**config.mk**
```make
export PLATFORM = sky130hd
export DESIGN_NAME = uart_receiver_fifo
export DESIGN_NICKNAME = d
export VERILOG_FILES = /design/src/rtl/uart_pkg.sv /design/src/rtl/sync_fifo.sv /design/src/rtl/uart_receiver_fifo.sv
export SDC_FILE = /design/constraint.sdc
export NUM_CORES = 1
export LEC_CHECK = 0
export CAP_MARGIN = 20
export CELL_PAD_IN_SITES_DETAIL_PLACEMENT = 1
export CELL_PAD_IN_SITES_GLOBAL_PLACEMENT = 1
export CORE_UTILIZATION = 54
export CTS_CLUSTER_DIAMETER = 40
export CTS_CLUSTER_SIZE = 10
export DETAILED_ROUTE_END_ITERATION = 7
export GPL_TIMING_DRIVEN = 0
export PLACE_DENSITY_LB_ADDON = 0.1
export SLEW_MARGIN = 20
export SYNTH_ARGS = -nofsm -noshare
export SYNTH_HDL_FRONTEND = slang
export SYNTH_HIERARCHICAL = 1
export SYNTH_SLANG_ARGS = --single-unit
```
**constraint.sdc**
```tcl
create_clock -name clk -period 6.3 [get_ports clk]
set_input_delay 1.26 -clock clk [delete_from_list [all_inputs] [get_ports clk]]
set_output_delay 1.26 -clock clk [all_outputs]
set_load 0.01 [all_outputs]
```
**src/rtl/uart_pkg.sv**
```systemverilog
// UART receiver shared definitions: baud table, divisor helper,
// parity encodings and receiver FSM states.
package uart_pkg;

    localparam logic [1:0] PAR_NONE = 2'b00;
    localparam logic [1:0] PAR_EVEN = 2'b01;
    localparam logic [1:0] PAR_ODD  = 2'b10;

    typedef enum logic [2:0] {
        S_IDLE,
        S_START,
        S_DATA,
        S_PARITY,
        S_STOP
    } rx_state_t;

    function automatic int unsigned baud_rate(input logic [2:0] idx);
        int unsigned b;
        unique case (idx)
            3'd0: b = 300;
            3'd1: b = 1200;
            3'd2: b = 4800;
            3'd3: b = 9600;
            3'd4: b = 19200;
            3'd5: b = 38400;
            3'd6: b = 57600;
            3'd7: b = 115200;
        endcase
        return b;
    endfunction

    // Clocks per 16x sample tick, rounded to nearest.
    function automatic int unsigned baud_div(input int unsigned clk_hz,
                                             input logic [2:0] idx);
        int unsigned b;
        b = baud_rate(idx);
        return (clk_hz + 8 * b) / (16 * b);
    endfunction

endpackage

```
**src/rtl/sync_fifo.sv**
```systemverilog
// Show-ahead synchronous FIFO with sticky overrun flag.
// Ports: i_wr_en/i_wr_data push, i_rd_en pop, i_clr_overrun;
//        o_rd_data head, o_empty, o_full, o_count, o_overrun.
module sync_fifo #(
    parameter int WIDTH = 10,
    parameter int DEPTH = 8
) (
    input  logic                     clk,
    input  logic                     reset,
    input  logic                     i_wr_en,
    input  logic [WIDTH-1:0]         i_wr_data,
    input  logic                     i_rd_en,
    input  logic                     i_clr_overrun,
    output logic [WIDTH-1:0]         o_rd_data,
    output logic                     o_empty,
    output logic                     o_full,
    output logic [$clog2(DEPTH):0]   o_count,
    output logic                     o_overrun
);

    localparam int AW = $clog2(DEPTH);

    logic [WIDTH-1:0] r_mem [DEPTH];
    logic [AW-1:0]    r_wr_ptr;
    logic [AW-1:0]    r_rd_ptr;
    logic [AW:0]      r_count;
    logic             r_overrun;
    logic             w_full;
    logic             w_empty;
    logic             w_pop;
    logic             w_push;
    logic             w_drop;

    assign w_empty = (r_count == '0);
    assign w_full  = (r_count == (AW+1)'(DEPTH));
    assign w_pop   = i_rd_en && !w_empty;
    // A pop frees the slot in the same edge, so full+pop still accepts.
    assign w_push  = i_wr_en && (!w_full || w_pop);
    assign w_drop  = i_wr_en && w_full && !w_pop;

    always_ff @(posedge clk) begin
        if (w_push) begin
            r_mem[r_wr_ptr] <= i_wr_data;
        end
    end

    always_ff @(posedge clk) begin
        if (reset) begin
            r_wr_ptr  <= '0;
            r_rd_ptr  <= '0;
            r_count   <= '0;
            r_overrun <= 1'b0;
        end else begin
            if (w_push) begin
                r_wr_ptr <= r_wr_ptr + 1'b1;
            end
            if (w_pop) begin
                r_rd_ptr <= r_rd_ptr + 1'b1;
            end
            if (w_push && !w_pop) begin
                r_count <= r_count + 1'b1;
            end else if (w_pop && !w_push) begin
                r_count <= r_count - 1'b1;
            end
            if (w_drop) begin
                r_overrun <= 1'b1;
            end else if (i_clr_overrun) begin
                r_overrun <= 1'b0;
            end
        end
    end

    assign o_rd_data = w_empty ? '0 : r_mem[r_rd_ptr];
    assign o_empty   = w_empty;
    assign o_full    = w_full;
    assign o_count   = r_count;
    assign o_overrun = r_overrun;

endmodule

```
**src/rtl/uart_receiver_fifo.sv**
```systemverilog
// UART receiver (16x oversampling) feeding a show-ahead FIFO.
// Ports: RxD serial in, baud_select, RX_EN; rd_en/clr_overrun host side;
//        Rx_DATA/Rx_FERROR/Rx_PERROR head entry, FIFO status, Rx_OVERRUN.
module uart_receiver_fifo
    import uart_pkg::*;
#(
    parameter int unsigned CLK_HZ      = 50_000_000,
    parameter int          DATA_BITS   = 8,
    parameter logic [1:0]  PARITY_MODE = 2'b01,
    parameter int          STOP_BITS   = 1,
    parameter int          DEPTH       = 8
) (
    input  logic                   clk,
    input  logic                   reset,
    input  logic [2:0]             baud_select,
    input  logic                   RX_EN,
    input  logic                   RxD,
    input  logic                   rd_en,
    input  logic                   clr_overrun,
    output logic [DATA_BITS-1:0]   Rx_DATA,
    output logic                   Rx_FERROR,
    output logic                   Rx_PERROR,
    output logic                   Rx_EMPTY,
    output logic                   Rx_FULL,
    output logic [$clog2(DEPTH):0] Rx_COUNT,
    output logic                   Rx_OVERRUN
);

    localparam int DIVW  = $clog2(baud_div(CLK_HZ, 3'd0) + 1);
    localparam int BW    = $clog2(DATA_BITS);
    localparam int WIDTH = DATA_BITS + 2;

    localparam int unsigned DIV_TBL [8] = '{
        baud_div(CLK_HZ, 3'd0), baud_div(CLK_HZ, 3'd1),
        baud_div(CLK_HZ, 3'd2), baud_div(CLK_HZ, 3'd3),
        baud_div(CLK_HZ, 3'd4), baud_div(CLK_HZ, 3'd5),
        baud_div(CLK_HZ, 3'd6), baud_div(CLK_HZ, 3'd7)
    };

    rx_state_t        r_state;
    logic             r_sync1;
    logic             r_sync2;
    logic             r_rx_prev;
    logic [DIVW-1:0]  r_div;
    logic [DIVW-1:0]  r_div_cnt;
    logic [3:0]       r_tick_cnt;
    logic [BW-1:0]    r_bit_idx;
    logic             r_stop_idx;
    logic [DATA_BITS-1:0] r_shift;
    logic             r_ferr;
    logic             r_perr;
    logic             r_push;
    logic [WIDTH-1:0] r_push_data;
    logic [WIDTH-1:0] w_head;
    logic             w_tick;
    logic             w_sample;
    logic             w_bit_end;
    logic             w_fall;

    assign w_tick    = (r_div_cnt == r_div - 1'b1);
    assign w_sample  = w_tick && (r_tick_cnt == 4'd7);
    assign w_bit_end = w_tick && (r_tick_cnt == 4'd15);
    assign w_fall    = r_rx_prev && !r_sync2;

    // Idle-high synchroniser so reset never fakes a start edge.
    always_ff @(posedge clk) begin
        if (reset) begin
            r_sync1   <= 1'b1;
            r_sync2   <= 1'b1;
            r_rx_prev <= 1'b1;
        end else begin
            r_sync1   <= RxD;
            r_sync2   <= r_sync1;
            r_rx_prev <= r_sync2;
        end
    end

    always_ff @(posedge clk) begin
        if (reset) begin
            r_state     <= S_IDLE;
            r_div       <= DIVW'(DIV_TBL[baud_select]);
            r_div_cnt   <= '0;
            r_tick_cnt  <= '0;
            r_bit_idx   <= '0;
            r_stop_idx  <= 1'b0;
            r_shift     <= '0;
            r_ferr      <= 1'b0;
            r_perr      <= 1'b0;
            r_push      <= 1'b0;
            r_push_data <= '0;
        end else begin
            r_push <= 1'b0;
            if (r_state != S_IDLE) begin
                if (w_tick) begin
                    r_div_cnt  <= '0;
                    r_tick_cnt <= r_tick_cnt + 1'b1;
                end else begin
                    r_div_cnt <= r_div_cnt + 1'b1;
                end
            end
            case (r_state)
                S_IDLE: begin
                    // Divisor only reloads between frames.
                    r_div      <= DIVW'(DIV_TBL[baud_select]);
                    r_div_cnt  <= '0;
                    r_tick_cnt <= '0;
                    if (RX_EN && w_fall) begin
                        r_state    <= S_START;
                        r_bit_idx  <= '0;
                        r_stop_idx <= 1'b0;
                        r_ferr     <= 1'b0;
                        r_perr     <= 1'b0;
                    end
                end
                S_START: begin
                    if (w_sample && r_sync2) begin
                        r_state <= S_IDLE;
                    end else if (w_bit_end) begin
                        r_state <= S_DATA;
                    end
                end
                S_DATA: begin
                    if (w_sample) begin
                        r_shift <= {r_sync2, r_shift[DATA_BITS-1:1]};
                    end
                    if (w_bit_end) begin
                        if (r_bit_idx == BW'(DATA_BITS - 1)) begin
                            r_state <= (PARITY_MODE == PAR_NONE)
                                       ? S_STOP : S_PARITY;
                        end else begin
                            r_bit_idx <= r_bit_idx + 1'b1;
                        end
                    end
                end
                S_PARITY: begin
                    if (w_sample) begin
                        r_perr <= (^{r_shift, r_sync2})
                                  ^ (PARITY_MODE == PAR_ODD);
                    end
                    if (w_bit_end) begin
                        r_state <= S_STOP;
                    end
                end
                S_STOP: begin
                    if (w_sample && !r_sync2) begin
                        r_ferr <= 1'b1;
                    end
                    if (w_bit_end) begin
                        if (r_stop_idx == 1'(STOP_BITS - 1)) begin
                            r_push      <= 1'b1;
                            r_push_data <= {r_shift, r_ferr, r_perr};
                            r_state     <= S_IDLE;
                        end else begin
                            r_stop_idx <= 1'b1;
                        end
                    end
                end
                default: r_state <= S_IDLE;
            endcase
            if (!RX_EN) begin
                r_state <= S_IDLE;
                r_push  <= 1'b0;
            end
        end
    end

    sync_fifo #(
        .WIDTH (WIDTH),
        .DEPTH (DEPTH)
    ) u_fifo (
        .clk           (clk),
        .reset         (reset),
        .i_wr_en       (r_push),
        .i_wr_data     (r_push_data),
        .i_rd_en       (rd_en),
        .i_clr_overrun (clr_overrun),
        .o_rd_data     (w_head),
        .o_empty       (Rx_EMPTY),
        .o_full        (Rx_FULL),
        .o_count       (Rx_COUNT),
        .o_overrun     (Rx_OVERRUN)
    );

    assign Rx_DATA   = w_head[WIDTH-1:2];
    assign Rx_FERROR = w_head[1];
    assign Rx_PERROR = w_head[0];

endmodule
```
== Word-level counts from Yosys, hierarchy flattened ==
Memory sizes are Yosys's and may differ from the RTL's. A register that Yosys moved wholly into a read port is not among the register bits.
Cells that the tools add are included.

* Input port bits: 9
* Logic and storage cells: 128
* RAM bits: 80
* Memories kept: 2
* Output and inout port bits: 17
* Flip-flop bits (word level): 74
* Memory bits (read-only): 256

{| class="wikitable"
|+ Memories
! memory !! words !! bits a word !! rd ports !! clocked after memory_dff !! write ports !! RTL line !! text
|-
| (no name shown) || 8 || 32 || 1 || 0 || 0 || uart_receiver_fifo.sv:104 || <nowiki>r_div <= DIVW'(DIV_TBL[baud_select]);</nowiki>
|-
| u_fifo.r_mem || 8 || 10 || 1 || 1 || 1 || sync_fifo.sv:23 || <nowiki>logic [WIDTH-1:0] r_mem [DEPTH];</nowiki>
|}

* Multiplexer cells: 36
* Bitwise operators: 5
* Reductions and logical operators: 39
* Magnitude comparators: 1
* Equal/unequal tests: 19
* Add/sub/neg operators: 8

{| class="wikitable"
|+ Operators by type and width
! operator !! count
|-
| 2-to-1 mux 14 bit || 5
|-
| 2-to-1 mux 3 bit || 13
|-
| inequality test 2 bit (second input constant) || 9
|-
| case mux 3 bit (5 select lines) || 1
|-
| adder 14 x 1 -> 14 bit (second input constant) || 1
|-
| equality test 14 bit || 1
|-
| subtractor 14 x 1 -> 14 bit (second input constant) || 1
|-
| logical AND 1 bit || 12
|-
| AND reduction 3 bit || 4
|-
| nonzero test 2 bit || 6
|-
| 2-to-1 mux 1 bit || 10
|-
| 2-to-1 mux 10 bit || 1
|-
| adder 3 x 1 -> 3 bit (second input constant) || 3
|-
| parity 9 bit || 1
|-
| adder 4 x 1 -> 4 bit (second input constant) || 2
|-
| equality test 4 bit (second input constant) || 2
|-
| 2-to-1 mux 4 bit || 2
|-
| AND reduction 7 bit || 1
|-
| equality test 3 x 2 -> 1 bit (second input constant) || 2
|-
| equality test 3 bit (second input constant) || 2
|-
| case mux 1 bit (2 select lines) || 3
|-
| case mux 3 bit (2 select lines) || 1
|-
| logical NOT 1 bit || 5
|-
| equality test 4 x 3 -> 1 bit (second input constant) || 1
|-
| other kinds (14) || 19
|}

== Longest topological paths before layout ==
* Word-level depth: 9
* Gate-level depth with buffers: 11
* Mapped depth without buffers: 10

== Modules after synthesis ==
Netlist, hierarchy kept.

{| class="wikitable"
|+ Modules (own cells, without submodules)
! module !! cells an instance !! seq. area each (um^2) !! instances !! area each (um^2)
|-
| sync_fifo || 202 || 2682.6 || 1 || 3714.8
|-
| uart_receiver_fifo || 323 || 1321.3 || 1 || 3109.2
|}

== Worst setup path before layout ==
OpenSTA, ideal clock, no wires.

* Kind: input port to flip-flop
* Start: input rd_en
* End: register u_fifo.r_count[3] (netlist: u_fifo/o_count[3])
* Setup slack: 3.334 ns
* Arrival: 2.845 ns
* Data required time: 6.179 ns
* Stages on the path: 9
* Path buffers: 0
* Cells stage by stage: o21ai_4 inv_2 ha_1 inv_1 ha_1 a21oi_1 a211oi_1 a31oi_1 mux2_2

* Cells in the longest elaborated chain, start to end: 6
* Elaborated cells on any way between the ends: 9
* Classes of those cells: mux: 1; reduce/logical: 8

{| class="wikitable"
|+ RTL lines
! item !! RTL line !! text
|-
| from (decl) || uart_receiver_fifo.sv:18 || <nowiki>input logic rd_en,</nowiki>
|-
| logical AND 1 bit (*) || sync_fifo.sv:36 || <nowiki>assign w_pop = i_rd_en && !w_empty;</nowiki>
|-
| logical OR 1 bit (*) || sync_fifo.sv:38 || <nowiki>assign w_push = i_wr_en && (!w_full || w_pop);</nowiki>
|-
| logical AND 1 bit (*) || sync_fifo.sv:38 ||
|-
| net u_fifo.w_push || sync_fifo.sv:31 || <nowiki>logic w_push;</nowiki>
|-
| logical NOT 1 bit || sync_fifo.sv:62 || <nowiki>end else if (w_pop && !w_push) begin</nowiki>
|-
| logical AND 1 bit || sync_fifo.sv:62 ||
|-
| nonzero test 2 bit (no source line) || -- ||
|-
| to (signal assigned) || sync_fifo.sv:61 || <nowiki>r_count <= r_count + 1'b1;</nowiki>
|-
| to (signal assigned) || sync_fifo.sv:63 || <nowiki>r_count <= r_count - 1'b1;</nowiki>
|-
| to (decl) || sync_fifo.sv:26 || <nowiki>logic [AW:0] r_count;</nowiki>
|}

The timed path passes the listed nets; every way through them passes the cells marked *.
A chain may end at the register's enable or synchronous reset.

==> impl_metrics.json <==
{
  "power.density_nw_per_um2": 337,
  "rsz0062_at_grt": "no",
  "finalSetupTns_ns": 0,
  "regArea_um2": 4000,
  "period_share_pct": 58.8,
  "io_buffers": 25,
  "clock_latency_ns": 0.42,
  "clkTransAtPathRegs_ns": 0.06,
  "drv_cap": 0,
  "synth.most_common_cell": "edfxtp_1",
  "critPathKind": "flop to output pin",
  "setup_violations": 0,
  "syn_nets": 552,
  "postCtsHoldBufs": 0,
  "cts_buffers": 17,
  "die_h_um": 114,
  "hold_viol_final": 0,
  "cts_max_level": 4,
  "async_reset_ff_share_pct": 0,
  "required_ns": 5.04,
  "drive_gt1_share_pct": 14.5,
  "nFillCells": 1205,
  "busiest_layer": "met2",
  "synth_warnings": 6,
  "cts_tree": "done",
  "ys_top_cells_by_area": "edfxtp_1 40%, dfxtp_1 18%, mux4_2 6.6%",
  "switchingPower_uw": 682,
  "hold_path_class": "flop to flop",
  "wl_um": 15300,
  "vias": 4354,
  "p_int_mw": 2.00,
  "vias_per_cell": 5.77,
  "clk_path_buf_depth": 2,
  "num_rows": 40,
  "dpl.hpwl_um": 10600,
  "finalClockSkew_ns": 0.00691,
  "yosysTopAreaCellShare_pct": 40.5,
  "use_met3_pct": 4.82,
  "place_congestion": 0.813,
  "nets": 601,
  "crit_arrival_ns": 2.45,
  "ios": 26,
  "antenna_found_initial": 0,
  "endpoint_kind": "output pin",
  "irDropWorstVdd_mv": 0.209,
  "cts_resized": 0,
  "synth-seq-cells": 154,
  "clkPwrFrac_pct": 37.6,
  "slew_headroom_pct": 27.8,
  "coreArea_um2": 12200,
  "wire_per_inst_um": 20.3,
  "cts_setup_buffers": 0,
  "fin_area_um2": 7930,
  "ys_types": 62,
  "drt_iter0_markers": 262,
  "synth_edf_count": 92,
  "clock-root-buffer": "clkbuf_16",
  "comb_power_share_pct": 20.7,
  "outcome": "complete, no violations",
  "grt_util_met1_pct": 31.5,
  "worst_slack_ns": 2.59,
  "grt_first_pass_wirelength_um": 25100,
  "die_area_um2": 13100,
  "grt_overflow": 0,
  "multi_input_comb_area_um2": 2710,
  "drc_errors": 0,
  "start_kind": "flop",
  "placed_cell_area_um2": 7350,
  "gr-usage-all-layers_pct": 26.0,
  "synth_area_um2": 6820,
  "ant_nets": 0,
  "place_ws_ns": 2.31,
  "met2_usage_pct": 46.3,
  "holdWs_ns": 0.417,
  "drt_pass1_iterations": 4,
  "ys.flop_type": "edfxtp_1",
  "min_period_ns": 3.71,
  "grt_max_degree": 18,
  "syn2layout_area_growth_pct": 16.2,
  "switching_share_pct": 25.5,
  "synthCells": 525,
  "antenna_cells": 0,
  "p_leak_nw": 2.95,
  "drv_slew": 0,
  "cts_sinks": 154,
  "start_util_pct": 56.1,
  "synth_top_cells_by_count": "92 x edfxtp_1, 67 x nor2_1, 62 x dfxtp_1",
  "sequentialPowerShare_pct": 41.6,
  "max_freq_ghz": 0.270,
  "die_x_um": 114,
  "seq_area_frac_synth_pct": 58.7,
  "path_max_fanout": 10,
  "grt_pass1_vias": 4582,
  "tightest_slew_ns": 1.08,
  "synth_top_cell_by_area": "edfxtp_1",
  "avgSynthCellArea_um2": 13.0
}
-- worst paths after layout --
path	to	slack, ns	from	cells after the start
worst max-delay path	Rx_PERROR	2.59	flop	5
worst min register to register	r_sync2	0.42	r_sync1	1
worst min-delay path	r_sync2	0.42	r_sync1	1
worst max register to register	r_shift[3]	2.89	r_div[0]	10
-- logic make-up (layout without fill, tap and decap cells) --
family	Yosys count	after routing	synth area share (%)
muxes	57	57	12.0
DFF	154	154	58.7
adders and majority gates	18	18	3.41
AOI/OAI and AO/OA	41	41	4.62
buffers and inverters	33	95	1.96
and+or+nand+nor	180	180	13.8
xor gates and xnor gates	42	42	5.50
-- state kept, by name, summed over array words and instances, names as in the netlist, 4 cells and up, named ones only --
signal          flops
u_fifo/r_mem       80
r_shift             8
r_tick_cnt          4
r_push_data        10
r_div_cnt          14
u_fifo/o_count      4
r_div              12
-- worst max-delay path, cell delays in order, from the launching register on --
cell and delay [ns]:
dfxtp_1 0.34, clkbuf_1 0.51, mux4_2 0.41, mux2i_1 0.19, nor2_1 0.07, clkdlybuf4s50_1 0.50
-- layout make-up --
type	count	area share [%]
multi-input cells	338	34.2
inverters	14	0.663
clock inverters	8	1.17
repair buffers	30	3.60
flip-flops and latches	154	50.5
well taps	168	2.65
clock buffers	24	6.22
plain buffers	19	1.03
-- per-layer routing --
layer,vias to the layer above,wire length (um)
met4,0,260
li1,2029,-
met1,2199,6350
met5,-,0
met2,104,8160
met3,22,572
-- power groups by stage --
stage / combinational, mW / sequential, mW / clock, mW
after floorplan: 0.311 / 1.13 / 0
after global placement: 0.531 / 1.13 / 0
after detailed placement: 0.549 / 1.14 / 0
after CTS: 0.561 / 1.12 / 1.02
after global routing: 0.606 / 1.12 / 1.06
final: 0.555 / 1.11 / 1.01
-- stage by stage --
step                      util [%]  instances  power, mW
after global routing          65.2        755       2.78
final                         65.2        755       2.68
after floorplan                  -        525       1.44
after detailed placement      60.4        723       1.69
after global placement        59.9        718       1.66
after CTS                     65.2        755       2.70
-- layout by cell type (no fill, tap or decap), drive strengths merged, types with 3 or more instances in the layout --
cell type	count
nand4	8
a21oi	9
nor2b	6
or3	5
nand3	12
clkdlybuf4s50	25
or2	5
clkbuf	36
a31oi	6
nand2	32
and3	3
or4	5
nor4	8
o31ai	3
clkinv	7
nor2	68
mux4	20
edfxtp	92
mux2i	36
xnor2	23
inv	13
ha	17
dfxtp	62
xor2	19
nand2b	7
o21ai	5
buf	12
a21o	4
nor3	15
No activity file was read; power rests on OpenSTA's default activity.
